### src/rtl/wait_cond_monitor.sv
// wait_cond_monitor
//   Multi-channel hardware wait engine. Each channel is armed with a signed
//   comparison against its watched value. It then waits until the condition
//   holds (done pulse), its timeout expires (tmo pulse), or it is cancelled.
//
// Ports
//   clk, rst_n   clock, asynchronous active-low reset
//   obs          CHANNELS*WIDTH watched values, channel i at obs[i*WIDTH +: WIDTH]
//   arm_*        arm request: valid/ready handshake, channel, op, lo, hi, timeout
//   cancel       per-channel abort (ignored on idle channels)
//   busy         channel is waiting
//   done / tmo   registered one-cycle completion / timeout pulses

module wait_cond_chan #(
    parameter int WIDTH = 32,
    parameter int TMO_W = 16
) (
    input  logic             clk,
    input  logic             rst_n,
    input  logic [WIDTH-1:0] obs,
    input  logic             arm,
    input  logic [2:0]       op,
    input  logic [WIDTH-1:0] lo,
    input  logic [WIDTH-1:0] hi,
    input  logic [TMO_W-1:0] tmo_in,
    input  logic             cancel,
    output logic             busy,
    output logic             done,
    output logic             tmo
);
    typedef enum logic {IDLE, WAIT} state_t;

    state_t           state_q, state_d;
    logic [2:0]       op_q;
    logic [WIDTH-1:0] lo_q, hi_q;
    logic [TMO_W-1:0] cnt_q;
    logic             inf_q;
    logic             fire_done, fire_tmo, cond;

    logic signed [WIDTH-1:0] x, l, h;
    assign x = $signed(obs);
    assign l = $signed(lo_q);
    assign h = $signed(hi_q);

    // With lo >= hi, IN can never hold and OUT always holds; no special case needed.
    always_comb begin
        cond = 1'b0;
        case (op_q)
            3'd0:    cond = (x == l);
            3'd1:    cond = (x != l);
            3'd2:    cond = (x <  l);
            3'd3:    cond = (x <= l);
            3'd4:    cond = (x >  l);
            3'd5:    cond = (x >= l);
            3'd6:    cond = (x >  l) && (x <  h);
            default: cond = (x <= l) || (x >= h);
        endcase
    end

    always_comb begin
        state_d   = state_q;
        fire_done = 1'b0;
        fire_tmo  = 1'b0;
        case (state_q)
            IDLE: if (arm) state_d = WAIT;
            WAIT: begin
                if (cancel) begin
                    state_d = IDLE;
                end else if (cond) begin
                    state_d   = IDLE;
                    fire_done = 1'b1;
                end else if (!inf_q && cnt_q == TMO_W'(1)) begin
                    state_d  = IDLE;
                    fire_tmo = 1'b1;
                end
            end
            default: state_d = IDLE;
        endcase
    end

    always_ff @(posedge clk or negedge rst_n) begin
        if (!rst_n) state_q <= IDLE;
        else        state_q <= state_d;
    end

    always_ff @(posedge clk or negedge rst_n) begin
        if (!rst_n) begin
            op_q  <= '0;
            lo_q  <= '0;
            hi_q  <= '0;
            cnt_q <= '0;
            inf_q <= 1'b0;
            done  <= 1'b0;
            tmo   <= 1'b0;
        end else begin
            done <= fire_done;
            tmo  <= fire_tmo;
            if (state_q == IDLE && arm) begin
                op_q  <= op;
                lo_q  <= lo;
                hi_q  <= hi;
                cnt_q <= tmo_in;
                inf_q <= (tmo_in == '0);
            end else if (state_q == WAIT && state_d == WAIT && !inf_q) begin
                cnt_q <= cnt_q - TMO_W'(1);
            end
        end
    end

    assign busy = (state_q == WAIT);
endmodule

module wait_cond_monitor #(
    parameter int WIDTH    = 32,
    parameter int CHANNELS = 4,
    parameter int TMO_W    = 16,
    localparam int CW      = (CHANNELS > 1) ? $clog2(CHANNELS) : 1
) (
    input  logic                      clk,
    input  logic                      rst_n,
    input  logic [CHANNELS*WIDTH-1:0] obs,
    input  logic                      arm_valid,
    output logic                      arm_ready,
    input  logic [CW-1:0]             arm_chan,
    input  logic [2:0]                arm_op,
    input  logic [WIDTH-1:0]          arm_lo,
    input  logic [WIDTH-1:0]          arm_hi,
    input  logic [TMO_W-1:0]          arm_tmo,
    input  logic [CHANNELS-1:0]       cancel,
    output logic [CHANNELS-1:0]       busy,
    output logic [CHANNELS-1:0]       done,
    output logic [CHANNELS-1:0]       tmo
);
    localparam int NPAD = 1 << CW;

    // Padded to the full arm_chan range so an out-of-range index reads as "not idle".
    logic [NPAD-1:0] idle_pad, cancel_pad;
    logic            chan_ok;

    always_comb begin
        idle_pad   = '0;
        cancel_pad = '0;
        for (int i = 0; i < CHANNELS; i++) begin
            idle_pad[i]   = ~busy[i];
            cancel_pad[i] = cancel[i];
        end
    end

    assign chan_ok   = (int'(arm_chan) < CHANNELS);
    assign arm_ready = chan_ok && idle_pad[arm_chan] && !cancel_pad[arm_chan];

    for (genvar i = 0; i < CHANNELS; i++) begin : g_ch
        logic arm_go;
        assign arm_go = arm_valid && arm_ready && (arm_chan == CW'(i));

        wait_cond_chan #(.WIDTH(WIDTH), .TMO_W(TMO_W)) u_ch (
            .clk    (clk),
            .rst_n  (rst_n),
            .obs    (obs[i*WIDTH +: WIDTH]),
            .arm    (arm_go),
            .op     (arm_op),
            .lo     (arm_lo),
            .hi     (arm_hi),
            .tmo_in (arm_tmo),
            .cancel (cancel[i]),
            .busy   (busy[i]),
            .done   (done[i]),
            .tmo    (tmo[i])
        );
    end
endmodule

### config.mk
export PLATFORM = sky130hd
export DESIGN_NAME = wait_cond_monitor
export DESIGN_NICKNAME = d
export VERILOG_FILES = /design/src/rtl/wait_cond_monitor.sv
export SDC_FILE = /design/constraint.sdc
export NUM_CORES = 1
export LEC_CHECK = 0
export ABC_AREA = 0
export CAP_MARGIN = 20
export CORE_MARGIN = 3
export CORE_UTILIZATION = 62
export CTS_CLUSTER_DIAMETER = 200
export CTS_CLUSTER_SIZE = 16
export DETAILED_ROUTE_END_ITERATION = 12
export PLACE_DENSITY = 0.86
export SYNTH_ARGS = -nofsm -noshare
export SYNTH_HDL_FRONTEND = slang
export SYNTH_SLANG_ARGS = --single-unit
### constraint.sdc
create_clock -name clk -period 5.95 [get_ports clk]
set_clock_uncertainty 0.2 [all_clocks]
set_input_delay 1.19 -clock clk [delete_from_list [all_inputs] [get_ports clk]]
set_output_delay 1.19 -clock clk [all_outputs]
set_load 0.02 [all_outputs]
==> metrics.md <==
| Metric | Value |
|---|---|
| Port buffer count | `232` |
| CP delay by family, top | `simple AND/OR/NAND/NOR gates` |
| Clock latency on the worst-skew pair | `about 0.55 ns` |
| Root buffer cell | `clkbuf_16` |
| Distinct cells, synth | `78` |
| Final period util | `87.5%` |
| Reg power frac | `43.1%` |
| Seq/Total Area, Yosys | `41.6%` |
| CTS Sinks | `348` |
| H-tree depth | `1` |
| First-pass GRT wire length | `96.2 mm` |
| Post-Syn Nets | `approximately 2800` |
| Synth Area per Inst | `9.15 sq um` |
| WS Path Type | `input port to flip-flop` |
| RSZ-0062 raised after global routing | `false` |
| Synth async-reset ratio | `100%` |
| # setup viols final | `0` |
| Resize count post-CTS | `0` |
| Die height | `190 um` |
| Area of the multi-input gates | `0.0108 sq mm` |
| Crit. End Element | `flip-flop` |
| DR WL/cell | `approximately 21 um` |
| Area grow syn2layout | `15.8%` |
| Clock-pin transition on the worst setup and hold timing paths | `approximately 0.080 ns` |
| Cell taking the most area after synthesis | `dfrtp_1` |
| Slew Limit Fails | `0` |
| Commonest cells after routing, fill and taps aside | `dfrtp_1, nand2_1, inv_1` |
| Final setup TNS | `0 ns` |
| Die X | `190 um` |
| Post-CTS Setup Bufs | `0` |
| Antenna violations before repair | `6` |
| Switch share | `between 30% and 40%` |
| Post-synth top area share | `about two fifths` |
| Max Clock Freq | `192 MHz` |
| EDFF count, synth | `0` |
| Clock Power Share | `between 20 and 25%` |
| DRC | `0` |
| Pre-CTS WS | `0.402 ns` |
| Power Total | `0.00781 W` |
| Iter 0 DRT Violations | `between 1500 and 2000` |
| Share of layout cells above drive strength 1 | `5.83%` |
| Min-delay src | `g_ch[0].u_ch.l[0]` |
| Nets | `approximately 3000` |
| Mapped Cells | `approximately 2300` |
| #FFs+latches synth | `348` |
| Mean number of vias per cell | `6.17` |
| Slew HR | `between 20% and 30%` |
| Post-CTS Hold Fix Bufs | `0` |
| Crit path buffers/inverters | `1` |
| Final worst slack | `0.745 ns` |
| Largest net degree at the start of global routing | `158` |
| TritonCTS clock tree | `built` |
| FP Rows | `66` |
| Commonest non-fill, non-tap cell in the layout | `dfrtp_1` |
| CTS Buffer Depth | `3` |
| Status | `completed` |
| Critical Path AT | `5.47 ns` |
| Crit path cell chain | `clkdlybuf4s50_1 > ha_1 > nand4_1 > nor4_1 > nand2_1 > and2_1 > a21oi_1 > a221o_1 > a22o_1 > and4b_1 > nand2_1 > or3_1 > a31oi_1` |
| Gpl congestion | `0.978` |
| CORE AREA | `0.0329 sq mm` |
| Storage cell area | `0.00871 sq mm` |
| Prevailing post-synth register cell | `dfrtp_1` |
| HP Class | `flip-flop to flip-flop` |
| Top Ports | `233` |
| Leak | `approximately 11 nW` |
| Sw Pwr | `0.00281 W` |
| Yosys Warn Count | `0` |
| Slowest CP cell | `nor4_1` |
| Filler instances | `2330` |
| Peak VDD IR | `roughly 0.22 mV` |
| DPL Wire Length | `46.4 mm` |
| Crit-path max cell delay | `0.75 ns` |
| Global route overflow | `0` |
| Final hold violation count | `0` |
| Largest cells by area after synthesis | `dfrtp_1, ha_1, nand2_1, o21ai_0, inv_1` |
| TritonCTS Buffers | `25` |
| Critical-path maximum fanout | `17` |
| Power density cells | `323 mW/mm^2` |
| Hold slack | `0.305 ns` |
| Worst Setup SP | `obs[93]` |
| Vias | `approximately 18000` |
| Startpoint types | `input port` |
| Internal power | `around 0.0050 W` |
| DRT Pass-1 Iters | `6` |
| Cell area after synthesis | `0.0209 sq mm` |
| Min cycle time layout | `5.20 ns` |
| Reg2reg start | `g_ch[2].u_ch.l[31]` |
| Starting Density | `63.6%` |
| Vias in the first global route | `between 15000 and 20000` |
| Max-cap viol count | `0` |
| Die area | `about 0.036 sq mm` |
| Final WL | `~61 mm` |
| Worst slew pin tran | `1.10 ns` |
| Req. time, crit path | `6.21 ns` |
| All-Layer GR Usage | `33.7%` |
| Most frequent CP cell | `nand2_1` |
| Combinational power share | `36.4%` |
| Final antenna-violating net count | `0` |
-- power by group through the flow --
stage	clock network, W	registers, W	logic, W
3_5_place_dp	0	0.00340	0.00276
6_report	0.00160	0.00337	0.00284
4_1_cts	0.00160	0.00336	0.00279
5_1_grt	0.00170	0.00343	0.00319
3_3_place_gp	0	0.00336	0.00257
2_1_floorplan	0	0.00329	0.00185
-- per-layer routing --
metal	track usage [%]	up-vias	wire, um
li1	-	8304	-
met1	45.4	8608	24000
met2	53.6	889	27700
met3	7.89	185	6450
met4	12.7	6	2790
met5	0	-	36
-- stage by stage --
stage               cell area, sq um  cells  util (%)
global route                   24200   2915      73.6
detailed placement             23500   2886      71.6
CTS                            24200   2912      73.6
global placement               23500   2886      71.6
floorplan                      20900   2285         -
finish                         24200   2915      73.6
-- sequential cells by signal, indices dropped and copies added (netlist names) --
signal and count:
g_ch.u_ch.h 128, g_ch.u_ch.l 128, g_ch.u_ch.cnt_q 64, g_ch.u_ch.op_q 12
g_ch.u_ch.busy 4, g_ch.u_ch.done 4, g_ch.u_ch.inf_q 4, g_ch.u_ch.tmo 4
-- worst reg2reg max path: stages, from the launching register on --
cell	delay (ns)
dfrtp_1	0.34
inv_1	0.06
ha_1	0.38
nand4_1	0.21
nor4_1	0.75
nand2_1	0.25
and2_1	0.26
a21oi_1	0.15
a221o_1	0.15
a22o_1	0.24
and4b_1	0.61
nand2_1	0.19
or3_1	0.34
a31oi_1	0.19
-- cell families (layout without fill, tap and decap cells) --
| group | Yosys count | count (layout) | synth area share [%] |
|---|---|---|---|
| AO/OA/AOI/OAI | 506 | 506 | 14.1 |
| XOR/XNOR | 44 | 44 | 1.84 |
| adder cells (fa/ha/maj) | 264 | 264 | 15.8 |
| buffers and inverters | 364 | 549 | 6.92 |
| flip-flops | 348 | 348 | 41.6 |
| multiplexers | 70 | 70 | 3.77 |
| other | 0 | 3 | 0 |
| AND/OR/NAND/NOR | 689 | 689 | 15.9 |
-- synth_stat cells (5+ instances only) --
master	instances
nand3b_1	12
a31oi_1	15
buf_2	5
nor3_1	33
nand2_1	329
or2_2	12
xor2_1	25
buf_4	12
a21oi_1	125
nand3_1	52
buf_1	7
o31ai_1	7
nor2b_1	8
nand4b_1	6
a221o_1	7
nand2b_1	11
a21o_1	15
clkbuf_1	58
xnor2_1	19
a211oi_1	13
o21ai_1	9
nand4_1	61
or4_1	15
o211ai_1	9
dfrtp_1	348
mux2_2	70
and4_1	5
o21ai_0	242
nor2_1	79
a221oi_1	6
or3_1	15
ha_1	264
a21boi_0	5
inv_1	278
nor4_1	24
-- path summary, 6_finish.rpt --
check	endpoint	slack (ns)	cells after the start
max reg2reg	g_ch[2].u_ch.cnt_q[8]	1.55	13
min reg2reg	g_ch[0].u_ch.l[0]	0.30	2
max in group asynchronous	g_ch[2].u_ch.cnt_q[14]	3.91	2
min	g_ch[0].u_ch.l[0]	0.30	2
min in group asynchronous	g_ch[1].u_ch.h[10]	0.47	1
max	g_ch[2].u_ch.cnt_q[8]	0.75	13
-- area by class of cell --
| class | count | area share (%) |
|---|---|---|
| diodes | 3 | 0.0310 |
| clock buffers | 25 | 2.58 |
| clock inverters | 1 | 0.124 |
| inverters | 278 | 4.31 |
| multi-input cells | 1573 | 44.5 |
| flip-flops and latches | 348 | 36.0 |
| well taps | 442 | 2.28 |
| repair buffers | 245 | 10.2 |
No activity file was read; power rests on OpenSTA's default activity.
